===== config.mk =====
export PLATFORM = sky130hd
export DESIGN_NAME = board_input_conditioner
export DESIGN_NICKNAME = d
export VERILOG_FILES = /design/src/rtl/board_io_pkg.sv /design/src/rtl/button_debounce.sv /design/src/rtl/board_input_conditioner.sv
export SDC_FILE = /design/constraint.sdc
export NUM_CORES = 1
export LEC_CHECK = 0
export CORE_MARGIN = 2
export CORE_UTILIZATION = 56
export DETAILED_ROUTE_END_ITERATION = 10
export GPL_TIMING_DRIVEN = 1
export PLACE_DENSITY_LB_ADDON = 0.05
export SYNTH_ARGS = -nofsm -noshare
export SYNTH_HDL_FRONTEND = slang
export SYNTH_SLANG_ARGS = --single-unit
export TNS_END_PERCENT = 1

===== constraint.sdc =====
create_clock -name clock_50 -period 2.61 [get_ports clock_50]
set_input_delay 0.522 -clock clock_50 [delete_from_list [all_inputs] [get_ports clock_50]]
set_output_delay 0.522 -clock clock_50 [all_outputs]
set_load 0.05 [all_outputs]

===== src/rtl/board_io_pkg.sv =====
// rtl/board_io_pkg.sv - shared types, constants and helpers for the board input conditioner
//
// Contents:
//   SYNC_STAGES     number of flops in each input synchroniser
//   repeat_state_t  per-button auto-repeat FSM states
//   tick_period()   clock cycles per debounce sample tick
package board_io_pkg;

  localparam int SYNC_STAGES = 2;

  typedef enum logic [1:0] {
    IDLE   = 2'd0,
    DELAY  = 2'd1,
    REPEAT = 2'd2
  } repeat_state_t;

  function automatic int tick_period(input int clk_hz, input int sample_hz);
    return clk_hz / sample_hz;
  endfunction

endpackage


===== src/rtl/button_debounce.sv =====
// rtl/button_debounce.sv - debounce, edge pulses and auto-repeat for one synchronised button
//
// Ports:
//   clock_50        system clock
//   resetn          asynchronous active-low reset
//   i_sample_tick   one-cycle debounce sample strobe shared by all buttons
//   i_sync_pressed  synchronised button, 1 = pressed
//   o_level         debounced level, 1 = pressed
//   o_pressed       one-cycle pulse in the first cycle of a pressed level
//   o_released      one-cycle pulse in the first cycle of a released level
//   o_repeat        one-cycle auto-repeat pulse while held
module button_debounce
  import board_io_pkg::*;
#(
  parameter int DEBOUNCE_SAMPLES   = 4,
  parameter int REPEAT_EN          = 1,
  parameter int REPEAT_DELAY_TICKS = 500,
  parameter int REPEAT_RATE_TICKS  = 100
) (
  input  logic clock_50,
  input  logic resetn,
  input  logic i_sample_tick,
  input  logic i_sync_pressed,
  output logic o_level,
  output logic o_pressed,
  output logic o_released,
  output logic o_repeat
);

  localparam int RPT_MAX = (REPEAT_DELAY_TICKS > REPEAT_RATE_TICKS) ?
                           REPEAT_DELAY_TICKS : REPEAT_RATE_TICKS;
  localparam int CW      = $clog2(RPT_MAX) + 1;

  logic [DEBOUNCE_SAMPLES-1:0] r_hist;
  logic [DEBOUNCE_SAMPLES-1:0] w_hist_next;
  logic                        r_level;
  logic                        w_level_next;
  logic                        r_pressed;
  logic                        r_released;
  logic                        r_repeat;
  logic                        w_repeat_next;
  repeat_state_t               r_state;
  repeat_state_t               w_state_next;
  logic [CW-1:0]               r_rpt_cnt;
  logic [CW-1:0]               w_rpt_cnt_next;

  // Level only moves once the whole sample window agrees; a mixed window holds.
  always_comb begin
    w_hist_next  = r_hist;
    w_level_next = r_level;
    if (i_sample_tick) begin
      w_hist_next = {r_hist[DEBOUNCE_SAMPLES-2:0], i_sync_pressed};
      if (&w_hist_next) begin
        w_level_next = 1'b1;
      end else if (~|w_hist_next) begin
        w_level_next = 1'b0;
      end
    end
  end

  // The FSM looks at the next level, so the tick that releases the button
  // also kills any repeat that would have fired on it.
  always_comb begin
    w_state_next   = r_state;
    w_rpt_cnt_next = r_rpt_cnt;
    w_repeat_next  = 1'b0;
    if ((REPEAT_EN == 0) || !w_level_next) begin
      w_state_next   = IDLE;
      w_rpt_cnt_next = '0;
    end else begin
      case (r_state)
        IDLE: begin
          w_state_next   = DELAY;
          w_rpt_cnt_next = CW'(REPEAT_DELAY_TICKS);
        end
        DELAY, REPEAT: begin
          if (i_sample_tick) begin
            if (r_rpt_cnt <= CW'(1)) begin
              w_repeat_next  = 1'b1;
              w_rpt_cnt_next = CW'(REPEAT_RATE_TICKS);
              w_state_next   = REPEAT;
            end else begin
              w_rpt_cnt_next = r_rpt_cnt - CW'(1);
            end
          end
        end
        default: begin
          w_state_next   = IDLE;
          w_rpt_cnt_next = '0;
        end
      endcase
    end
  end

  always_ff @(posedge clock_50 or negedge resetn) begin
    if (!resetn) begin
      r_hist     <= '0;
      r_level    <= 1'b0;
      r_pressed  <= 1'b0;
      r_released <= 1'b0;
      r_repeat   <= 1'b0;
      r_state    <= IDLE;
      r_rpt_cnt  <= '0;
    end else begin
      r_hist     <= w_hist_next;
      r_level    <= w_level_next;
      r_pressed  <= w_level_next & ~r_level;
      r_released <= ~w_level_next & r_level;
      r_repeat   <= w_repeat_next;
      r_state    <= w_state_next;
      r_rpt_cnt  <= w_rpt_cnt_next;
    end
  end

  assign o_level    = r_level;
  assign o_pressed  = r_pressed;
  assign o_released = r_released;
  assign o_repeat   = r_repeat;

endmodule


===== src/rtl/board_input_conditioner.sv =====
// rtl/board_input_conditioner.sv - synchronise, debounce and pulse-encode board buttons and switches
//
// Ports:
//   clock_50         system clock
//   resetn           asynchronous active-low reset
//   push_button_n    raw active-low buttons, asynchronous
//   switch           raw slide switches, asynchronous
//   sample_tick      one-cycle pulse every TICK_PERIOD cycles
//   button_level     debounced level, 1 = pressed
//   button_pressed   one-cycle pulse on debounced press
//   button_released  one-cycle pulse on debounced release
//   button_repeat    one-cycle auto-repeat pulse while held
//   switch_sync      synchronised switch levels
//   switch_changed   one-cycle pulse aligned with a switch_sync change
module board_input_conditioner
  import board_io_pkg::*;
#(
  parameter int NUM_BUTTONS        = 4,
  parameter int NUM_SWITCHES       = 18,
  parameter int CLK_FREQ_HZ        = 50000000,
  parameter int SAMPLE_HZ          = 1000,
  parameter int DEBOUNCE_SAMPLES   = 4,
  parameter int REPEAT_EN          = 1,
  parameter int REPEAT_DELAY_TICKS = 500,
  parameter int REPEAT_RATE_TICKS  = 100
) (
  input  logic                    clock_50,
  input  logic                    resetn,
  input  logic [NUM_BUTTONS-1:0]  push_button_n,
  input  logic [NUM_SWITCHES-1:0] switch,
  output logic                    sample_tick,
  output logic [NUM_BUTTONS-1:0]  button_level,
  output logic [NUM_BUTTONS-1:0]  button_pressed,
  output logic [NUM_BUTTONS-1:0]  button_released,
  output logic [NUM_BUTTONS-1:0]  button_repeat,
  output logic [NUM_SWITCHES-1:0] switch_sync,
  output logic [NUM_SWITCHES-1:0] switch_changed
);

  localparam int TICK_PERIOD = tick_period(CLK_FREQ_HZ, SAMPLE_HZ);
  localparam int TW          = (TICK_PERIOD > 1) ? $clog2(TICK_PERIOD) : 1;

  if (TICK_PERIOD < 2 || (CLK_FREQ_HZ % SAMPLE_HZ) != 0) begin : g_bad_tick
    $error("board_input_conditioner: CLK_FREQ_HZ/SAMPLE_HZ must be an integer >= 2");
  end
  if (DEBOUNCE_SAMPLES < 2) begin : g_bad_debounce
    $error("board_input_conditioner: DEBOUNCE_SAMPLES must be >= 2");
  end

  logic [TW-1:0]           r_tick_cnt;
  logic                    w_sample_tick;
  logic [NUM_BUTTONS-1:0]  r_btn_sync [SYNC_STAGES];
  logic [NUM_SWITCHES-1:0] r_sw_sync  [SYNC_STAGES];
  logic [NUM_SWITCHES-1:0] r_sw_out;
  logic [NUM_SWITCHES-1:0] r_sw_chg;
  logic [NUM_BUTTONS-1:0]  w_btn_pressed;

  assign w_sample_tick = (r_tick_cnt == TW'(TICK_PERIOD - 1));

  always_ff @(posedge clock_50 or negedge resetn) begin
    if (!resetn) begin
      r_tick_cnt <= '0;
    end else if (w_sample_tick) begin
      r_tick_cnt <= '0;
    end else begin
      r_tick_cnt <= r_tick_cnt + TW'(1);
    end
  end

  // Button synchronisers reset to 1 so a reset reads as "released".
  always_ff @(posedge clock_50 or negedge resetn) begin
    if (!resetn) begin
      for (int s = 0; s < SYNC_STAGES; s++) begin
        r_btn_sync[s] <= '1;
        r_sw_sync[s]  <= '0;
      end
      r_sw_out <= '0;
      r_sw_chg <= '0;
    end else begin
      r_btn_sync[0] <= push_button_n;
      r_sw_sync[0]  <= switch;
      for (int s = 1; s < SYNC_STAGES; s++) begin
        r_btn_sync[s] <= r_btn_sync[s-1];
        r_sw_sync[s]  <= r_sw_sync[s-1];
      end
      // Extra output stage keeps switch_changed aligned with the new level.
      r_sw_out <= r_sw_sync[SYNC_STAGES-1];
      r_sw_chg <= r_sw_sync[SYNC_STAGES-1] ^ r_sw_out;
    end
  end

  assign w_btn_pressed = ~r_btn_sync[SYNC_STAGES-1];

  genvar g;
  for (g = 0; g < NUM_BUTTONS; g++) begin : g_btn
    button_debounce #(
      .DEBOUNCE_SAMPLES  (DEBOUNCE_SAMPLES),
      .REPEAT_EN         (REPEAT_EN),
      .REPEAT_DELAY_TICKS(REPEAT_DELAY_TICKS),
      .REPEAT_RATE_TICKS (REPEAT_RATE_TICKS)
    ) u_btn (
      .clock_50      (clock_50),
      .resetn        (resetn),
      .i_sample_tick (w_sample_tick),
      .i_sync_pressed(w_btn_pressed[g]),
      .o_level       (button_level[g]),
      .o_pressed     (button_pressed[g]),
      .o_released    (button_released[g]),
      .o_repeat      (button_repeat[g])
    );
  end

  assign sample_tick    = w_sample_tick;
  assign switch_sync    = r_sw_out;
  assign switch_changed = r_sw_chg;

endmodule

==> flow_summary.toml, run 1 <==
[status]
outcome = "complete, no violations"

[power]
peakVddDrop_v = 0.000459
power.density_nw_per_um2 = 657
p_leak_nw = 4.02

[yosys]
synth_top_family_by_area = "simple AND/OR/NAND/NOR gates"
synth_compound_area_share_pct = 10.9
ys_seq_elements = 172
synth_cell_types = 54
syn_inst = 676
yosysSeqAreaShare_pct = 59.6
ys_warn_count = 0
synth_area_leaders = "dfrtp_1 (57%), nand2_1 (4.9%), o21ai_0 (3.7%), ha_1 (3.6%), xor2_1 (3.0%)"
synth_fp_nets = 721
synthAdderAreaFrac_pct = 3.63
synth_top_area_share_pct = 56.7
synth.area.mux_share_pct = 0.415
avgSynthCellArea_um2 = 10.7
synth_xor_area_share_pct = 4.48
synth_edf_count = 0
synth_area_um2 = 7240
yosys.area_share.simple_pct = 16.8
netlist.top_cell.by_area = "dfrtp_1"
synthFlopType = "dfrtp_1"
async_flop_share_pct = 100

[detailed_routing]
ant_nets = 0
first_pass_iters = 5
route.detailed.drc = 0
drt-total-wl_um = 14700
via_per_inst = 5.59
first_iter_violations = 532
wl_per_cell_um = 15.7
num_vias = 5229

[place]
gp_congestion = 0.880
hpwlAfterDp_um = 9920
place_area_um2 = 8140
pre_cts_ws_ns = 0.290
port_buffers = 76

[finish]
final_common_cell = "dfrtp_1"
n_antenna_cell = 0
layout-drive-gt1-share_pct = 9.03
area_growth_pct = 21.2
final_cell_mix = "dfrtp_1 (164), nand2_1 (95), clkdlybuf4s50_1 (74)"
nFillCells = 977
final_nets = 796
finish.utilization_pct = 69.5
finish.instance_area_um2 = 8770
regArea_um2 = 4310
multi_input_area_um2 = 2620

[floorplanning]
design.core.area_um2 = 12600
fp.dieH_um = 118
die_w_um = 118
start_util_pct = 57.3
die_area_um2 = 13800
io_pins = 77
rows = 41

[min_path]
min_path_type = "in2async"

[timing]
finalSetupTns_ns = 0
min_period_ns = 2.37
maxSlewHeadroom_pct = 51.8
maxSlewViolCount = 0
fin_ws_ns = 0.239
setup_viol = 0
rsz0062_at_grt = "no"
max_freq_mhz = 422
finClkSkew_ns = 0.0115
tightestPinTransition_ns = 0.716
hold_violations = 0
period_share_pct = 90.8

[critical_path]
path_cells = "ha_1 -> and3_1 -> nand4_1 -> buf_4 -> inv_2 -> buf_12"
end_kind = "primary output"
critPathRequiredTime_ns = 2.09
path_class = "reg2out"
path_buf_inv = 3
cp-start-kind = "flop"
critPathSlowestCell = "dfrtp_1"
cp_max_fo = 5
crit_family = "buffers and inverters"
cpPeakStageDelay_ns = 0.41
arrival_ns = 1.85

[clock_network]
cts.path.max_buffers = 2
cts_sinks = 172
cts_buffers = 17
htree_num_levels = 4
cts_tree = "done"
root_buffer = "clkbuf_16"
clk_latency_ns = 0.44
clk_pin_slew_worst_paths_ns = 0.07

[global_routing]
grt_first_pass_wirelength_um = 25200
grt_pass1_vias = 5205
track_usage_pct = 22.6
overflow = 0
grt_max_degree = 61
antenna_found_initial = 0

[flow_run]
max_cap_viol_count = 0
[final timing paths]
path                                                         start                                 endpoint  slack [ns]  cells after the start
max                                        r_tick_cnt[0]$_DFF_PN0_                              sample_tick        0.24                      6
min                                                         resetn             switch_changed[16]$_DFF_PN0_        0.06                      1
max reg2reg                g_btn[3].u_btn.r_rpt_cnt[2]$_DFFE_PN0P_  g_btn[3].u_btn.r_rpt_cnt[4]$_DFFE_PN0P_        0.27                      6
min reg2reg                                r_sw_sync[34]$_DFF_PN0_                  r_sw_sync[16]$_DFF_PN0_        0.35                      0
max in group asynchronous                                   resetn                  r_btn_sync[0]$_DFF_PN1_        1.82                      2
min in group clock_50                      r_sw_sync[34]$_DFF_PN0_                  r_sw_sync[16]$_DFF_PN0_        0.35                      0
[state kept, by name (all words and copies together) (netlist names)]
register and count:
g_btn.u_btn.o_pressed 4, g_btn.u_btn.o_repeat 4, g_btn.u_btn.r_rpt_cnt 40, g_btn.u_btn.r_hist 12, g_btn.u_btn.o_level 4, g_btn.u_btn.r_state 8
g_btn.u_btn.o_released 4, r_sw_sync 36, switch_sync 18, r_tick_cnt 16, r_btn_sync 8, switch_changed 18
[cells in the mapped netlist, drive strengths merged, types with 7 or more instances]
cell type and n:
a21oi 36, a31oi 9, and3 13, buf 19, clkbuf 14, dfrtp 164
dfstp 8, ha 21, inv 28, nand2 95, nand3 17, nand4 10
nor2 47, nor3 22, nor4 7, o21ai 59, o22ai 7, or3 7
xnor2 12, xor2 25
[cells by family after synthesis]
group | Yosys count
flops | 172
fa+ha+maj | 21
buf+inv | 61
xor+xnor | 37
mux | 3
simple gates | 246
compound gates | 136
[metal layers]
| metal | part of all wire [%] | up-vias | track usage (%) |
|---|---|---|---|
| li1 | - | 2490 | - |
| met1 | 42 | 2557 | 29.1 |
| met2 | 52 | 158 | 38.0 |
| met3 | 4.5 | 24 | 4.46 |
| met4 | 1.7 | 0 | 8.43 |
| met5 | 0 | - | 0 |
[per-stage QoR]
stage          power [W]  hold slack (ns)  instances
2_1_floorplan    0.00300            0.226        676
3_3_place_gp     0.00319            0.333        903
3_5_place_dp     0.00320            0.335        903
4_1_cts          0.00582           0.0827        935
5_1_grt          0.00596            0.106        936
6_report         0.00576           0.0572        936
[repair_timing]
action / in CTS / in global routing
endpoints found under the setup margin: 0 / 1
resized for setup: 0 / 0
hold buffers: 0 / 0
buffers inserted: 0 / 1
[area by class of cell]
type,count,area share [%]
flip-flops and latches,172,49.2
multi-input cells,443,29.9
repair buffers,89,10.2
clock buffers,17,4.85
well taps,172,2.45
clock inverters,15,2.23
inverters,28,1.20
[where the power goes]
group	internal [W]	switching [W]	leakage [nW]	total (W)
Sequential	0.00275	0.0000355	2.19	0.00278
Combinational	0.000121	0.000237	1.52	0.000358
Clock	0.00147	0.00115	0.303	0.00262
(Power assumes the default switching activity.)
==> run 2: changes to the inputs <==
Settings changed: PLACE_DENSITY from default to 0.79, PLACE_DENSITY_LB_ADDON 0.05 to default.
==> flow_summary.toml, run 2 (synthesized netlist as in run 1, its figures left out) <==
[status]
outcome = "complete, no violations"

[clock_network]
htree_num_levels = 4
root_buffer = "clkbuf_16"
cts_setup_buffers = 0
cts_resized = 0
cts_sinks = 172
cts.path.max_buffers = 2
cts_buffers = 17
clk_pin_slew_worst_paths_ns = 0.07
cts_tree = "done"
postCtsHoldBufs = 0
clk_latency_ns = 0.42

[detailed_routing]
route.detailed.drc = 0
first_pass_iters = 6
via_per_inst = 5.64
wl_per_cell_um = 15.3
ant_nets = 0
drt-total-wl_um = 14200
num_vias = 5265
first_iter_violations = 589

[timing]
tightestPinTransition_ns = 0.699
finalSetupTns_ns = 0
hold_violations = 0
maxSlewHeadroom_pct = 53.4
finClkSkew_ns = 0.00754
period_share_pct = 92.0
setup_viol = 0
min_period_ns = 2.40
max_freq_mhz = 416
rsz0062_at_grt = "no"
maxSlewViolCount = 0

[power]
total_power_w = 0.00548
power.density_nw_per_um2 = 631
p_int_w = 0.00412
p_comb_share_pct = 6.5
seqPwrFrac_pct = 50.8
switching_power_w = 0.00137
p_leak_nw = 3.97
swShare_pct = 24.9
peakVddDrop_v = 0.000466
power_frac_clock_pct = 42.8

[critical_path]
cp_max_fo = 9
end_kind = "primary output"
path_class = "reg2out"
cp-start-kind = "flop"
arrival_ns = 1.88
critPathRequiredTime_ns = 2.09

[floorplanning]
rows = 41
fp.dieH_um = 118
design.core.area_um2 = 12600
die_area_um2 = 13800
start_util_pct = 57.3
die_w_um = 118
io_pins = 77

[finish]
nFillCells = 948
area_growth_pct = 20.1
final_nets = 794
largest_reg_flops = 40
final_common_cell = "dfrtp_1"
regArea_um2 = 4310
final_cell_mix = "dfrtp_1 (164), nand2_1 (95), clkdlybuf4s50_1 (74)"
reg.largest.list = "g_btn.u_btn.r_rpt_cnt: 40 flops, r_sw_sync: 36 flops"
largest_register = "g_btn.u_btn.r_rpt_cnt"
n_antenna_cell = 0
layout-drive-gt1-share_pct = 8.79
multi_input_area_um2 = 2620

[global_routing]
grt_max_degree = 63
grt_pass1_vias = 5029
overflow = 0
grt_first_pass_wirelength_um = 24100
track_usage_pct = 21.6
antenna_found_initial = 0

[place]
port_buffers = 76
gp_congestion = 0.923
hpwlAfterDp_um = 9670

[flow_run]
max_cap_viol_count = 0

[min_path]
min_path_type = "in2async"
run 2: changes by cell type in the layout (fill, tap and decap cells not counted), sizes merged:
cell	change
inv	-1
buf	-2
bufinv	-2
clkinvlp	+3
run 2: critical path: stages (launching register included):
cell     delay [ns]
dfrtp_1        0.40
ha_1           0.22
and3_1         0.21
nand4_1        0.13
buf_4          0.20
inv_2          0.14
buf_12         0.15
run 2: worst paths after layout:
path / to / cells past startpoint / slack (ns) / startpoint
setup / recovery: sample_tick / 6 / 0.21 / r_tick_cnt[0]$_DFF_PN0_
hold / removal: r_sw_sync[23]$_DFF_PN0_ / 1 / 0.07 / resetn
setup reg to reg: g_btn[1].u_btn.r_rpt_cnt[3]$_DFFE_PN0P_ / 8 / 0.31 / r_tick_cnt[0]$_DFF_PN0_
hold reg to reg: r_sw_sync[6]$_DFF_PN0_ / 0 / 0.35 / r_sw_sync[24]$_DFF_PN0_
max in group asynchronous: g_btn[3].u_btn.o_released$_DFF_PN0_ / 2 / 1.82 / resetn
min in group clock_50: r_sw_sync[6]$_DFF_PN0_ / 0 / 0.35 / r_sw_sync[24]$_DFF_PN0_
run 2: power groups by stage:
| stage | combinational (W) | sequential [W] | clock, W |
|---|---|---|---|
| after floorplan | 0.0000177 | 0.00298 | 0 |
| after global placement | 0.000357 | 0.00283 | 0 |
| after detailed placement | 0.000362 | 0.00283 | 0 |
| after CTS | 0.000364 | 0.00278 | 0.00240 |
| after global routing | 0.000377 | 0.00279 | 0.00251 |
| final | 0.000355 | 0.00278 | 0.00234 |
run 2: metal layers:
metal  track usage, %  vias to the layer above  part of all wire, %
met1             28.7                     2575                   43
li1                 -                     2471                    -
met5                0                        -                    0
met2             34.5                      191                   49
met4             9.34                        0                  2.1
met3             4.60                       28                  5.1
run 2: metrics by stage:
step | utilization, % | hold slack, ns | setup slack (ns) | instances | cell area (um2)
3_3_place_gp | 64.5 | 0.331 | 0.435 | 902 | 8140
4_1_cts | 68.9 | 0.0907 | 0.199 | 934 | 8690
3_5_place_dp | 64.5 | 0.336 | 0.338 | 902 | 8140
5_1_grt | 68.9 | 0.103 | 0.0996 | 934 | 8690
6_report | 68.9 | 0.0680 | 0.209 | 934 | 8690
2_1_floorplan | - | 0.226 | 0.576 | 676 | 7240
run 2: area by class of cell:
type / count / area share [%]
sequential: 172 / 49.6
multi-input combinational: 443 / 30.2
timing repair buffer: 87 / 10.1
clock buffer: 17 / 4.90
tap: 172 / 2.48
clock inverter: 15 / 1.47
inverter: 28 / 1.21
==> run 3: changes to the inputs <==
Settings changed: CORE_MARGIN 2 to default.
==> flow_summary.toml, run 3 (synthesized netlist as in run 1, its figures left out) <==
[status]
outcome = "complete, no violations"

[global_routing]
grt_pass1_vias = 5015
grt_max_degree = 61
track_usage_pct = 23.3
grt_first_pass_wirelength_um = 23800
overflow = 0
antenna_found_initial = 0

[detailed_routing]
ant_nets = 0
first_iter_violations = 504
num_vias = 5154
first_pass_iters = 6
route.detailed.drc = 0
drt-total-wl_um = 14300
wl_per_cell_um = 15.3
via_per_inst = 5.52

[finish]
nFillCells = 919
finish.utilization_pct = 69.5
area_growth_pct = 21.3
largest_register = "g_btn.u_btn.r_rpt_cnt"
final_nets = 794
reg.largest.list = "g_btn.u_btn.r_rpt_cnt: 40 flops, r_sw_sync: 36 flops"
final_common_cell = "dfrtp_1"
layout-drive-gt1-share_pct = 8.66
final_cell_mix = "dfrtp_1 (164), nand2_1 (95), clkdlybuf4s50_1 (74)"
n_antenna_cell = 0
largest_reg_flops = 40

[clock_network]
clk_latency_ns = 0.43
cts.path.max_buffers = 2
root_buffer = "clkbuf_16"
postCtsHoldBufs = 0
cts_tree = "done"
clk_pin_slew_worst_paths_ns = 0.06
cts_sinks = 172
htree_num_levels = 4
cts_buffers = 17

[timing]
period_share_pct = 97.4
max_freq_mhz = 394
tightestPinTransition_ns = 0.702
maxSlewViolCount = 0
maxSlewHeadroom_pct = 53.2
hold_violations = 0
fin_hold_ws_ns = 0.0488
setup_viol = 0
finClkSkew_ns = 0.00639
min_period_ns = 2.54

[power]
power_frac_clock_pct = 46.2
peakVddDrop_v = 0.000532
p_comb_share_pct = 6.1
p_int_w = 0.00449
switching_power_w = 0.00134
p_leak_nw = 4.03
total_power_w = 0.00583
power.density_nw_per_um2 = 665
swShare_pct = 23.0
seqPwrFrac_pct = 47.7

[critical_path]
path_class = "reg2out"
arrival_ns = 2.02
cp-start-kind = "flop"
end_kind = "primary output"
cp_max_fo = 10
critPathRequiredTime_ns = 2.09

[floorplanning]
die_w_um = 116
design.core.area_um2 = 12600
start_util_pct = 57.3
io_pins = 77
die_area_um2 = 13400
rows = 41
fp.dieH_um = 116

[place]
hpwlAfterDp_um = 9810
gp_congestion = 0.869
port_buffers = 76

[min_path]
min_path_type = "in2async"

[flow_run]
max_cap_viol_count = 0
==> run 3: metrics by stage <==
step | std cells | setup slack [ns] | TNS, ns | area, um2
3_3_place_gp | 901 | 0.382 | 0 | 8130
6_report | 934 | 0.0689 | 0 | 8770
2_1_floorplan | 676 | 0.576 | 0 | 7240
5_1_grt | 934 | -0.00940 | -0.00940 | 8770
4_1_cts | 933 | 0.00505 | 0 | 8760
3_5_place_dp | 901 | 0.252 | 0 | 8130
==> run 3: path summary, 6_finish.rpt <==
check                                        start                                 endpoint  slack [ns]  depth (start not counted)
min                                         resetn  g_btn[1].u_btn.r_rpt_cnt[5]$_DFFE_PN0P_        0.05                          1
max                        r_tick_cnt[1]$_DFF_PN0_                              sample_tick        0.07                          6
max in group asynchronous                   resetn                  r_btn_sync[2]$_DFF_PN1_        1.80                          2
min in group clock_50      r_sw_sync[18]$_DFF_PN0_                   r_sw_sync[0]$_DFF_PN0_        0.35                          0
min reg2reg                r_sw_sync[18]$_DFF_PN0_                   r_sw_sync[0]$_DFF_PN0_        0.35                          0
max reg2reg                r_tick_cnt[1]$_DFF_PN0_  g_btn[1].u_btn.r_rpt_cnt[3]$_DFFE_PN0P_        0.29                          9
==> run 3: cell type report <==
type,instances,area [um2],area share (%)
clock buffers,18,429,4.89
clock inverters,14,205,2.34
inverters,28,105,1.20
multi-input cells,443,2620,29.9
flip-flops and latches,172,4310,49.2
well taps,172,215,2.45
repair buffers,87,883,10.1
==> run 3: critical path, stage by stage, from the launching register on <==
cell     delay (ns)
dfrtp_1        0.41
ha_1           0.22
and3_1         0.21
nand4_1        0.23
buf_6          0.24
inv_2          0.12
buf_12         0.15
==> run 3: repair_timing <==
item                       CTS  global route
gates resized for setup      0             1
setup endpoints to repair    0             1
setup buffers                0             1
==> run 3: power groups by stage <==
stage	logic (W)	registers (W)	clock network, W
floorplan	0.0000177	0.00298	0
global placement	0.000356	0.00283	0
detailed placement	0.000361	0.00283	0
CTS	0.000363	0.00278	0.00273
global route	0.000380	0.00279	0.00284
finish	0.000356	0.00278	0.00269
==> run 3: metal layers <==
| layer | vias to the layer above | share of wire, % | global-route usage (%) | wire [um] |
|---|---|---|---|---|
| li1 | 2471 | - | - | - |
| met1 | 2509 | 44 | 30.6 | 6270 |
| met2 | 155 | 50 | 37.7 | 7110 |
| met3 | 19 | 4.7 | 6.17 | 669 |
| met4 | 0 | 1.5 | 8.03 | 217 |
| met5 | - | 0 | 0 | 0 |
==> edit, RTL diff (settings of run 3) <==
`REPEAT_RATE_TICKS` is set to 100 in 2 places; all go to 200.
--- a/src/rtl/button_debounce.sv
+++ b/src/rtl/button_debounce.sv
@@ -17,3 +17,3 @@
   parameter int REPEAT_DELAY_TICKS = 500,
-  parameter int REPEAT_RATE_TICKS  = 100
+  parameter int REPEAT_RATE_TICKS  = 200
 ) (
--- a/src/rtl/board_input_conditioner.sv
+++ b/src/rtl/board_input_conditioner.sv
@@ -24,3 +24,3 @@
   parameter int REPEAT_DELAY_TICKS = 500,
-  parameter int REPEAT_RATE_TICKS  = 100
+  parameter int REPEAT_RATE_TICKS  = 200
 ) (
Formal check against the unedited RTL: same outputs for any inputs over 10 cycles, from zero or initial values and one cycle with resetn low; that may be too few to reach the edited logic, so the function may still have changed.
==> edit against run 3 <==
Global-route usage rose by 1.5 points. Area after synthesis up 1.3%. Power fell by 4.4%. Setup slack better by 28 ps. Final area increased by 0.14%. Critical path depth stayed put. Wire length rose by 7.0%. Sequential cell count unchanged.
==> edit: results <==
[status]
status = "finished, final reports clean"

[critical_path]
critical_path.max_fanout = 4
cp_data_arrival_time_ps = 1990
regToRegStartpoint = "r_tick_cnt[10]$_DFF_PN0_"
ff2ff_path_depth = 7
rr_endpoint = "g_btn[1].u_btn.r_rpt_cnt[4]$_DFFE_PN0P_"
regToRegSetupSlack_ps = 260
path_delay_family = "simple AND/OR/NAND/NOR gates"

[power_and_ir_drop]
p_leak_nw = 3.955
vdd_ir_drop_max_uv = 588.4

[logic_synthesis]
yosys-top-cells-area = "dfrtp_1, ha_1, a21oi_1, nand2_1, xor2_1"
seq_area_frac_synth_pct = 58.84
synthesis.nets = 713
synth_cell_types = 58
syn-mean-instance-area_um2 = 10.98
synth_commonest_cells = "dfrtp_1, nand2_1, nor2_1, a21oi_1, inv_1"

[routing]
wl_per_cell_um = 16.50
vias = 5302
wl_um = 15280
first_iter_violations = 490

[finish]
drive_gt1_share_pct = 9.151
finalNetCount = 786

[placed_design]
placed_cell_area_um2 = 8209
place_ws_ps = 312.6
dp_cells = 894

[global_routing]
grt_start_max_net_pins = 80
grt_first_pass_wirelength_um = 25360

[sta]
fin_crit_sh_pct = 96.29
worstMarginPinSlew_ps = 725.9
==> edit: cell families after synthesis <==
logic type	share of synthesized area (%)
compound gates	12.01
flops	58.84
xor+xnor	4.300
simple gates	16.45
mux	0.2730
fa+ha+maj	3.584
buf+inv	4.539
==> edit: layout make-up <==
type	count	area, um2
Sequential cell	172	4314
Fill cell	921	3884
Multi-Input combinational cell	430	2685
Timing Repair Buffer	88	874.6
Clock buffer	19	442.9
Tap cell	172	215.2
Clock inverter	13	135.1
Inverter	32	120.1
==> edit: layer usage <==
| metal | global-route usage [%] | routed length [um] | part of all wire (%) | vias to the layer above |
|---|---|---|---|---|
| li1 | - | - | - | 2481 |
| met4 | 11.20 | 394 | 2.6 | 0 |
| met2 | 40.20 | 7618 | 50 | 224 |
| met1 | 32.04 | 6358 | 42 | 2563 |
| met5 | 0 | 0 | 0 | - |
| met3 | 5.501 | 907 | 5.9 | 34 |
==> edit: worst min path at each step <==
| stage | cells past startpoint | end | from |
|---|---|---|---|
| 2_1_floorplan | 0 | g_btn[0].u_btn.o_level$_DFF_PN0_ | resetn |
| 6_report | 1 | r_sw_sync[18]$_DFF_PN0_ | resetn |
| 3_3_place_gp | 0 | r_sw_sync[1]$_DFF_PN0_ | r_sw_sync[19]$_DFF_PN0_ |
| 5_1_grt | 1 | switch_changed[0]$_DFF_PN0_ | resetn |
| 4_1_cts | 1 | r_sw_sync[18]$_DFF_PN0_ | resetn |
| 3_5_place_dp | 0 | r_sw_sync[11]$_DFF_PN0_ | r_sw_sync[29]$_DFF_PN0_ |
==> edit: where the power goes <==
part	internal [mW]	switching, mW	leakage (nW)
combinational	0.120	0.236	1.48
clock	1.36	1.08	0.285
sequential	2.75	0.0364	2.19
total	4.23	1.35	3.96
